`src/rtl/alu_issue_stage_if.sv`:
```
// Decode-to-execute issue bus: decode-side handshake and fields in, registered
// ALU operands and control out toward execute.
interface alu_issue_stage_if;
   logic        in_valid;
   logic        in_ready;
   logic [1:0]  ALUOp;
   logic [2:0]  funct3;
   logic        funct7_5;
   logic        alu_src;
   logic [31:0] rs1_data;
   logic [31:0] rs2_data;
   logic [31:0] imm;
   logic [4:0]  rd_in;
   logic        reg_write_in;
   logic        flush;
   logic        out_valid;
   logic        out_ready;
   logic [31:0] oprd1;
   logic [31:0] oprd2;
   logic [3:0]  ALU_Operation;
   logic [4:0]  rd_out;
   logic        reg_write_out;
   logic        illegal;
   logic [7:0]  illegal_count;

   // Stage view
   modport slave (
      input  in_valid, ALUOp, funct3, funct7_5, alu_src, rs1_data, rs2_data, imm,
             rd_in, reg_write_in, flush, out_ready,
      output in_ready, out_valid, oprd1, oprd2, ALU_Operation, rd_out,
             reg_write_out, illegal, illegal_count
   );

   // Surrounding pipeline view
   modport master (
      output in_valid, ALUOp, funct3, funct7_5, alu_src, rs1_data, rs2_data, imm,
             rd_in, reg_write_in, flush, out_ready,
      input  in_ready, out_valid, oprd1, oprd2, ALU_Operation, rd_out,
             reg_write_out, illegal, illegal_count
   );
endinterface

```
`src/rtl/alu_issue_stage.sv`:
```
// Single-entry registered issue stage: ALUOp/funct -> 4-bit ALU opcode,
// operand select, valid/ready handshake, flush, saturating illegal counter.
module alu_issue_stage (
   input  logic                  clk_i,
   input  logic                  rst_ni,
   alu_issue_stage_if.slave      bus
);

   typedef enum logic {EMPTY = 1'b0, FULL = 1'b1} state_e;

   typedef struct packed {
      logic [31:0] oprd1;
      logic [31:0] oprd2;
      logic [3:0]  op;
      logic [4:0]  rd;
      logic        rw;
      logic        ill;
   } payload_t;

   state_e   state_q, state_d;
   payload_t pl_q, pl_d;
   logic [7:0] cnt_q, cnt_d;
   logic     load;

   assign bus.out_valid = (state_q == FULL);
   assign bus.in_ready  = !bus.out_valid || bus.out_ready;
   // A flush cycle never loads, so the killed offer is neither held nor counted.
   assign load = bus.in_valid && bus.in_ready && !bus.flush;

   always_comb begin
      pl_d       = '0;
      pl_d.oprd1 = bus.rs1_data;
      pl_d.oprd2 = bus.alu_src ? bus.imm : bus.rs2_data;
      pl_d.rd    = bus.rd_in;
      pl_d.op    = 4'b0010;
      pl_d.ill   = 1'b0;
      unique case (bus.ALUOp)
         2'b00: pl_d.op = 4'b0010;
         2'b01: pl_d.op = 4'b0110;
         2'b10: begin
            unique case (bus.funct3)
               // I-type has no funct7, so bit 30 is part of the immediate there.
               3'b000: pl_d.op = (bus.funct7_5 && !bus.alu_src) ? 4'b0110 : 4'b0010;
               3'b111: pl_d.op = 4'b0000;
               3'b110: pl_d.op = 4'b0001;
               3'b100: pl_d.op = 4'b1000;
               3'b010: pl_d.op = 4'b0111;
               default: pl_d.ill = 1'b1;
            endcase
         end
         default: pl_d.ill = 1'b1;
      endcase
      pl_d.rw = bus.reg_write_in && !pl_d.ill;
   end

   always_comb begin
      state_d = state_q;
      cnt_d   = cnt_q;
      if (bus.flush)                          state_d = EMPTY;
      else if (load)                          state_d = FULL;
      else if (bus.out_valid && bus.out_ready) state_d = EMPTY;
      if (load && pl_d.ill && cnt_q != 8'hFF) cnt_d = cnt_q + 8'd1;
   end

   always_ff @(posedge clk_i or negedge rst_ni) begin
      if (!rst_ni) begin
         state_q <= EMPTY;
         pl_q    <= '0;
         cnt_q   <= '0;
      end else begin
         state_q <= state_d;
         cnt_q   <= cnt_d;
         if (load) pl_q <= pl_d;
      end
   end

   assign bus.oprd1         = pl_q.oprd1;
   assign bus.oprd2         = pl_q.oprd2;
   assign bus.ALU_Operation = pl_q.op;
   assign bus.rd_out        = pl_q.rd;
   assign bus.reg_write_out = pl_q.rw;
   assign bus.illegal       = pl_q.ill;
   assign bus.illegal_count = cnt_q;

endmodule

```
`src/flat_wrapper.sv`:
```
// flat-port wrapper written by rule: the top's interface ports become plain ports
module alu_issue_stage_flat 
  (clk_i, rst_ni, bus_in_valid, bus_ALUOp, bus_funct3, bus_funct7_5, bus_alu_src, bus_rs1_data, bus_rs2_data, bus_imm, bus_rd_in, bus_reg_write_in, bus_flush, bus_out_ready, bus_in_ready, bus_out_valid, bus_oprd1, bus_oprd2, bus_ALU_Operation, bus_rd_out, bus_reg_write_out, bus_illegal, bus_illegal_count);
  alu_issue_stage_if bus_i ();
  input  logic clk_i;
  input  logic rst_ni;
  input wire logic [$bits(bus_i.in_valid)-1:0] bus_in_valid;
  input wire logic [$bits(bus_i.ALUOp)-1:0] bus_ALUOp;
  input wire logic [$bits(bus_i.funct3)-1:0] bus_funct3;
  input wire logic [$bits(bus_i.funct7_5)-1:0] bus_funct7_5;
  input wire logic [$bits(bus_i.alu_src)-1:0] bus_alu_src;
  input wire logic [$bits(bus_i.rs1_data)-1:0] bus_rs1_data;
  input wire logic [$bits(bus_i.rs2_data)-1:0] bus_rs2_data;
  input wire logic [$bits(bus_i.imm)-1:0] bus_imm;
  input wire logic [$bits(bus_i.rd_in)-1:0] bus_rd_in;
  input wire logic [$bits(bus_i.reg_write_in)-1:0] bus_reg_write_in;
  input wire logic [$bits(bus_i.flush)-1:0] bus_flush;
  input wire logic [$bits(bus_i.out_ready)-1:0] bus_out_ready;
  output wire logic [$bits(bus_i.in_ready)-1:0] bus_in_ready;
  output wire logic [$bits(bus_i.out_valid)-1:0] bus_out_valid;
  output wire logic [$bits(bus_i.oprd1)-1:0] bus_oprd1;
  output wire logic [$bits(bus_i.oprd2)-1:0] bus_oprd2;
  output wire logic [$bits(bus_i.ALU_Operation)-1:0] bus_ALU_Operation;
  output wire logic [$bits(bus_i.rd_out)-1:0] bus_rd_out;
  output wire logic [$bits(bus_i.reg_write_out)-1:0] bus_reg_write_out;
  output wire logic [$bits(bus_i.illegal)-1:0] bus_illegal;
  output wire logic [$bits(bus_i.illegal_count)-1:0] bus_illegal_count;
  assign bus_i.in_valid = bus_in_valid;
  assign bus_i.ALUOp = bus_ALUOp;
  assign bus_i.funct3 = bus_funct3;
  assign bus_i.funct7_5 = bus_funct7_5;
  assign bus_i.alu_src = bus_alu_src;
  assign bus_i.rs1_data = bus_rs1_data;
  assign bus_i.rs2_data = bus_rs2_data;
  assign bus_i.imm = bus_imm;
  assign bus_i.rd_in = bus_rd_in;
  assign bus_i.reg_write_in = bus_reg_write_in;
  assign bus_i.flush = bus_flush;
  assign bus_i.out_ready = bus_out_ready;
  assign bus_in_ready = bus_i.in_ready;
  assign bus_out_valid = bus_i.out_valid;
  assign bus_oprd1 = bus_i.oprd1;
  assign bus_oprd2 = bus_i.oprd2;
  assign bus_ALU_Operation = bus_i.ALU_Operation;
  assign bus_rd_out = bus_i.rd_out;
  assign bus_reg_write_out = bus_i.reg_write_out;
  assign bus_illegal = bus_i.illegal;
  assign bus_illegal_count = bus_i.illegal_count;
  alu_issue_stage u_core (.clk_i(clk_i), .rst_ni(rst_ni), .bus(bus_i));
endmodule
```
`config.mk`:
```
export PLATFORM = sky130hd
export DESIGN_NAME = alu_issue_stage_flat
export DESIGN_NICKNAME = d
export VERILOG_FILES = /design/src/rtl/alu_issue_stage_if.sv /design/src/rtl/alu_issue_stage.sv /design/src/flat_wrapper.sv
export SDC_FILE = /design/constraint.sdc
export NUM_CORES = 1
export LEC_CHECK = 0
export ABC_AREA = 1
export CAP_MARGIN = 20
export CORE_UTILIZATION = 25
export DETAILED_ROUTE_END_ITERATION = 16
export PLACE_DENSITY_LB_ADDON = 0.08
export SETUP_SLACK_MARGIN = 0.4
export SYNTH_ARGS = -nofsm -noshare
export SYNTH_HDL_FRONTEND = slang
export SYNTH_SLANG_ARGS = --single-unit
export TNS_END_PERCENT = 100
```
`constraint.sdc`:
```
create_clock -name clk_i -period 1.6 [get_ports clk_i]
set_clock_uncertainty 0.05 [all_clocks]
set_input_delay 0.4 -clock clk_i [delete_from_list [all_inputs] [get_ports clk_i]]
set_output_delay 0.4 -clock clk_i [all_outputs]
set_load 0.005 [all_outputs]
```
==> results of run 1 <==
==> logic make-up after synthesis <==
logic type	Yosys count
AND/OR/NAND/NOR	284
flip-flops	84
buffers and inverters	41
AO/OA/AOI/OAI	38
adder cells (fa/ha/maj)	4
XOR/XNOR	3
==> cells in the mapped netlist (all sizes together) <==
cell    count  share of area
nand2     230           0.23
dfrtp      84           0.56
nor2       40          0.045
a31oi      32          0.053
buf        20          0.037
inv        18          0.018
nand3       7          0.011
o21ai       6         0.0080
nand4       5         0.0083
ha          4          0.013
clkbuf      3         0.0030
nand3b      2         0.0040
xnor2       2         0.0047
xor2        1         0.0023
==> routing by layer <==
metal  share of wire  up-vias  wire length, µm
met5               0        -                0
met4           0.021        0              272
met3           0.086       18             1129
met2            0.47      156             6223
met1            0.42     1810             5508
li1                -     1972                -
==> worst max-delay path by stage <==
stage | from | endpoint | slack [ns] | cells past startpoint
finish | bus_in_valid | u_core.bus.oprd1[20] | 0.1 | 8
floorplan | bus_ALUOp[0] | u_core.bus.illegal_count[5] | 0.34 | 10
CTS | u_core.bus.out_valid | bus_in_ready | 0.11 | 4
detailed placement | bus_ALUOp[1] | u_core.bus.illegal_count[3] | -0.48 | 10
global placement | bus_ALUOp[1] | u_core.bus.illegal_count[7] | -0.41 | 10
global route | u_core.bus.out_valid | u_core.bus.ALU_Operation[0] | 0.04 | 9
==> per-stage QoR <==
stage / utilization / total power, mW
after floorplan: - / 3.264
after global placement: 0.4272 / 4.535
after detailed placement: 0.4272 / 4.548
after CTS: 0.4335 / 6.411
after global routing: 0.4691 / 7.024
final: 0.4691 / 6.616
==> layout make-up <==
class | count | area (µm²)
Fill cell | 1456 | 7745
Clock inverter | 3 | 21.27
Tap cell | 184 | 230.2
Multi-Input combinational cell | 329 | 1674
Inverter | 18 | 101.3
Sequential cell | 84 | 2103
Clock buffer | 13 | 260.3
Timing Repair Buffer | 280 | 2454
==> what timing repair did <==
action / 4_1_cts / 5_1_grt
hold endpoints to repair: 21 / 0
resized for setup: 349 / 63
hold buffers: 1 / 0
pin swaps: 7 / 6
endpoints found under the setup margin: 168 / 168
buffers inserted: 18 / 23
gates cloned: 1 / 7
==> registers in the layout (all words and copies together) (netlist names) <==
name                      count
u_core.bus.reg_write_out      1
u_core.bus.illegal_count      8
u_core.bus.out_valid          1
u_core.bus.ALU_Operation      4
u_core.bus.rd_out             5
u_core.bus.illegal            1
u_core.bus.oprd1             32
u_core.bus.oprd2             32
==> worst max-delay path, cell delays in order <==
cell	delay, ns
clkdlybuf4s50_1	0.47
nand2_2	0.07
nor2_4	0.19
buf_12	0.19
inv_12	0.06
clkbuf_16	0.18
nand2_2	0.06
nand2_1	0.04
==> power groups by stage <==
stage	Combinational, mW	Sequential [mW]	Clock, mW
final	1.94	2.69	1.99
after global routing	2.14	2.72	2.16
after CTS	1.69	2.67	2.06
after detailed placement	1.82	2.73	0
after global placement	1.81	2.73	0
after floorplan	0.520	2.74	0
==> flow_summary.ini, run 1 <==
[clock_network]
clockBufferDepth = 2
path_clk_slew_ns = 0.06
cts_tree = done
cts_root_buf = clkbuf_16
cts_sinks = 84
numCtsBuffers = 9
clock_latency_ns = 0.34
htree_num_levels = 3

[hold_path]
min_to = u_core.bus.out_valid
worstHoldStart = bus_flush
holdPathStages = 2
hp-class = input pin to flop

[critical_path]
crit_type = input pin to flop
arrival_ns = 1.68
cp_max_fo = 7
r2r-start = u_core.bus.out_valid
crit_path_start_kind = input pin
reg2reg_slack_ns = 0.12
crit_required_ns = 1.78
end_kind = flop
rr_endpoint = u_core.bus.oprd1[20]
rr_worst_depth = 9

[placed_design]
preCtsSetupSlack_ns = -0.4796
place_congestion = 0.7679
place_inst = 845
placed_area_um2 = 6232
portBuffers = 198
dp_hpwl_um = 8804

[detailed_routing]
firstDrtPassIters = 4
drt_wl_total_um = 13130
vias = 3956
wl_per_cell_um = 14.42
drt-vias-per-instance = 4.342
drc = 0
ant_nets = 0
drt_iter0_drc = 182

[global_route]
grt_max_degree = 36
busiest_layer = met2
use_met2 = 0.2577
use_met3 = 0.06100
gr-total-overflow = 0
grt_pass1_wl_um = 19860
grt_pass1_vias = 3926
gr-usage-all-layers = 0.1622
antenna_found_initial = 1
use_met1 = 0.1941

[yosys]
synth-xor-area-share = 0.007012
ys_seq_area_frac = 0.5609
syn_area_um2 = 3747
avgSynthCellArea_um2 = 8.254
synth_cell_types = 21
syn-num-nets = 572
synth_compound_area_frac = 0.06144
synthAdderAreaFrac = 0.01336
synth_seq_cells = 84
synth_cells = 454
synth_top_family_by_area = simple AND/OR/NAND/NOR gates
yosys.area_share.simple = 0.2995
synthMuxAreaShare = 0
ys_warn_count = 0

[power_and_ir_drop]
leakagePower_nw = 3.411
seqPwrFrac = 0.406
pwr-share-clk = 0.300
switching_share = 0.2875
p_switching_mw = 1.902
vdd_ir_drop_max_mv = 0.4413
power_frac_comb = 0.294
internal_power_mw = 4.714
p_per_area_nw_per_um2 = 966.7

[outcome]
status = complete, no violations

[final_layout]
layout_commonest_cell = nand2_1
drive_above_1_share = 0.3246
final_area_um2 = 6844
stdcell_count = 911
final_cell_mix = 196 x nand2_1, 108 x clkdlybuf4s50_1, 83 x buf_2, 83 x dfrtp_1, 59 x buf_4
fin_nets = 840
syn_to_final_growth_pct = 82.64
diodes = 0

[floorplan]
start_util = 0.2569
dieHeight_um = 124.4
die_x_um = 124.4
io_pins = 199
rows = 44
dieArea_um2 = 15480
core-area_um2 = 14590

[sta]
setup_tns_ns = 0
finalCritPeriodShare = 0.9386
hold_slack_ns = 0.4119
rsz0062_at_grt = yes
fmax_mhz = 665.9
layout_min_cycle_time_ns = 1.502
fin_ws_ns = 0.09817
worstMarginPinSlew_ns = 0.3706
slew_viol_final = 0
relSlewSlack = 0.7530
setup_viol = 0
hold_viol = 0

[run]
maxCapViolCount = 0
No activity file was read; power rests on OpenSTA's default activity.
==> inputs of run 2 (changes only) <==
--- a/config.mk
+++ b/config.mk
@@ -8,6 +8,7 @@
 export ABC_AREA = 1
 export CAP_MARGIN = 20
 export CORE_UTILIZATION = 25
+export CTS_CLUSTER_DIAMETER = 120
 export DETAILED_ROUTE_END_ITERATION = 16
 export PLACE_DENSITY_LB_ADDON = 0.08
 export SETUP_SLACK_MARGIN = 0.4
==> results of run 2 <==
No change in the layout: final DEF, timing and power equal those of run 1.
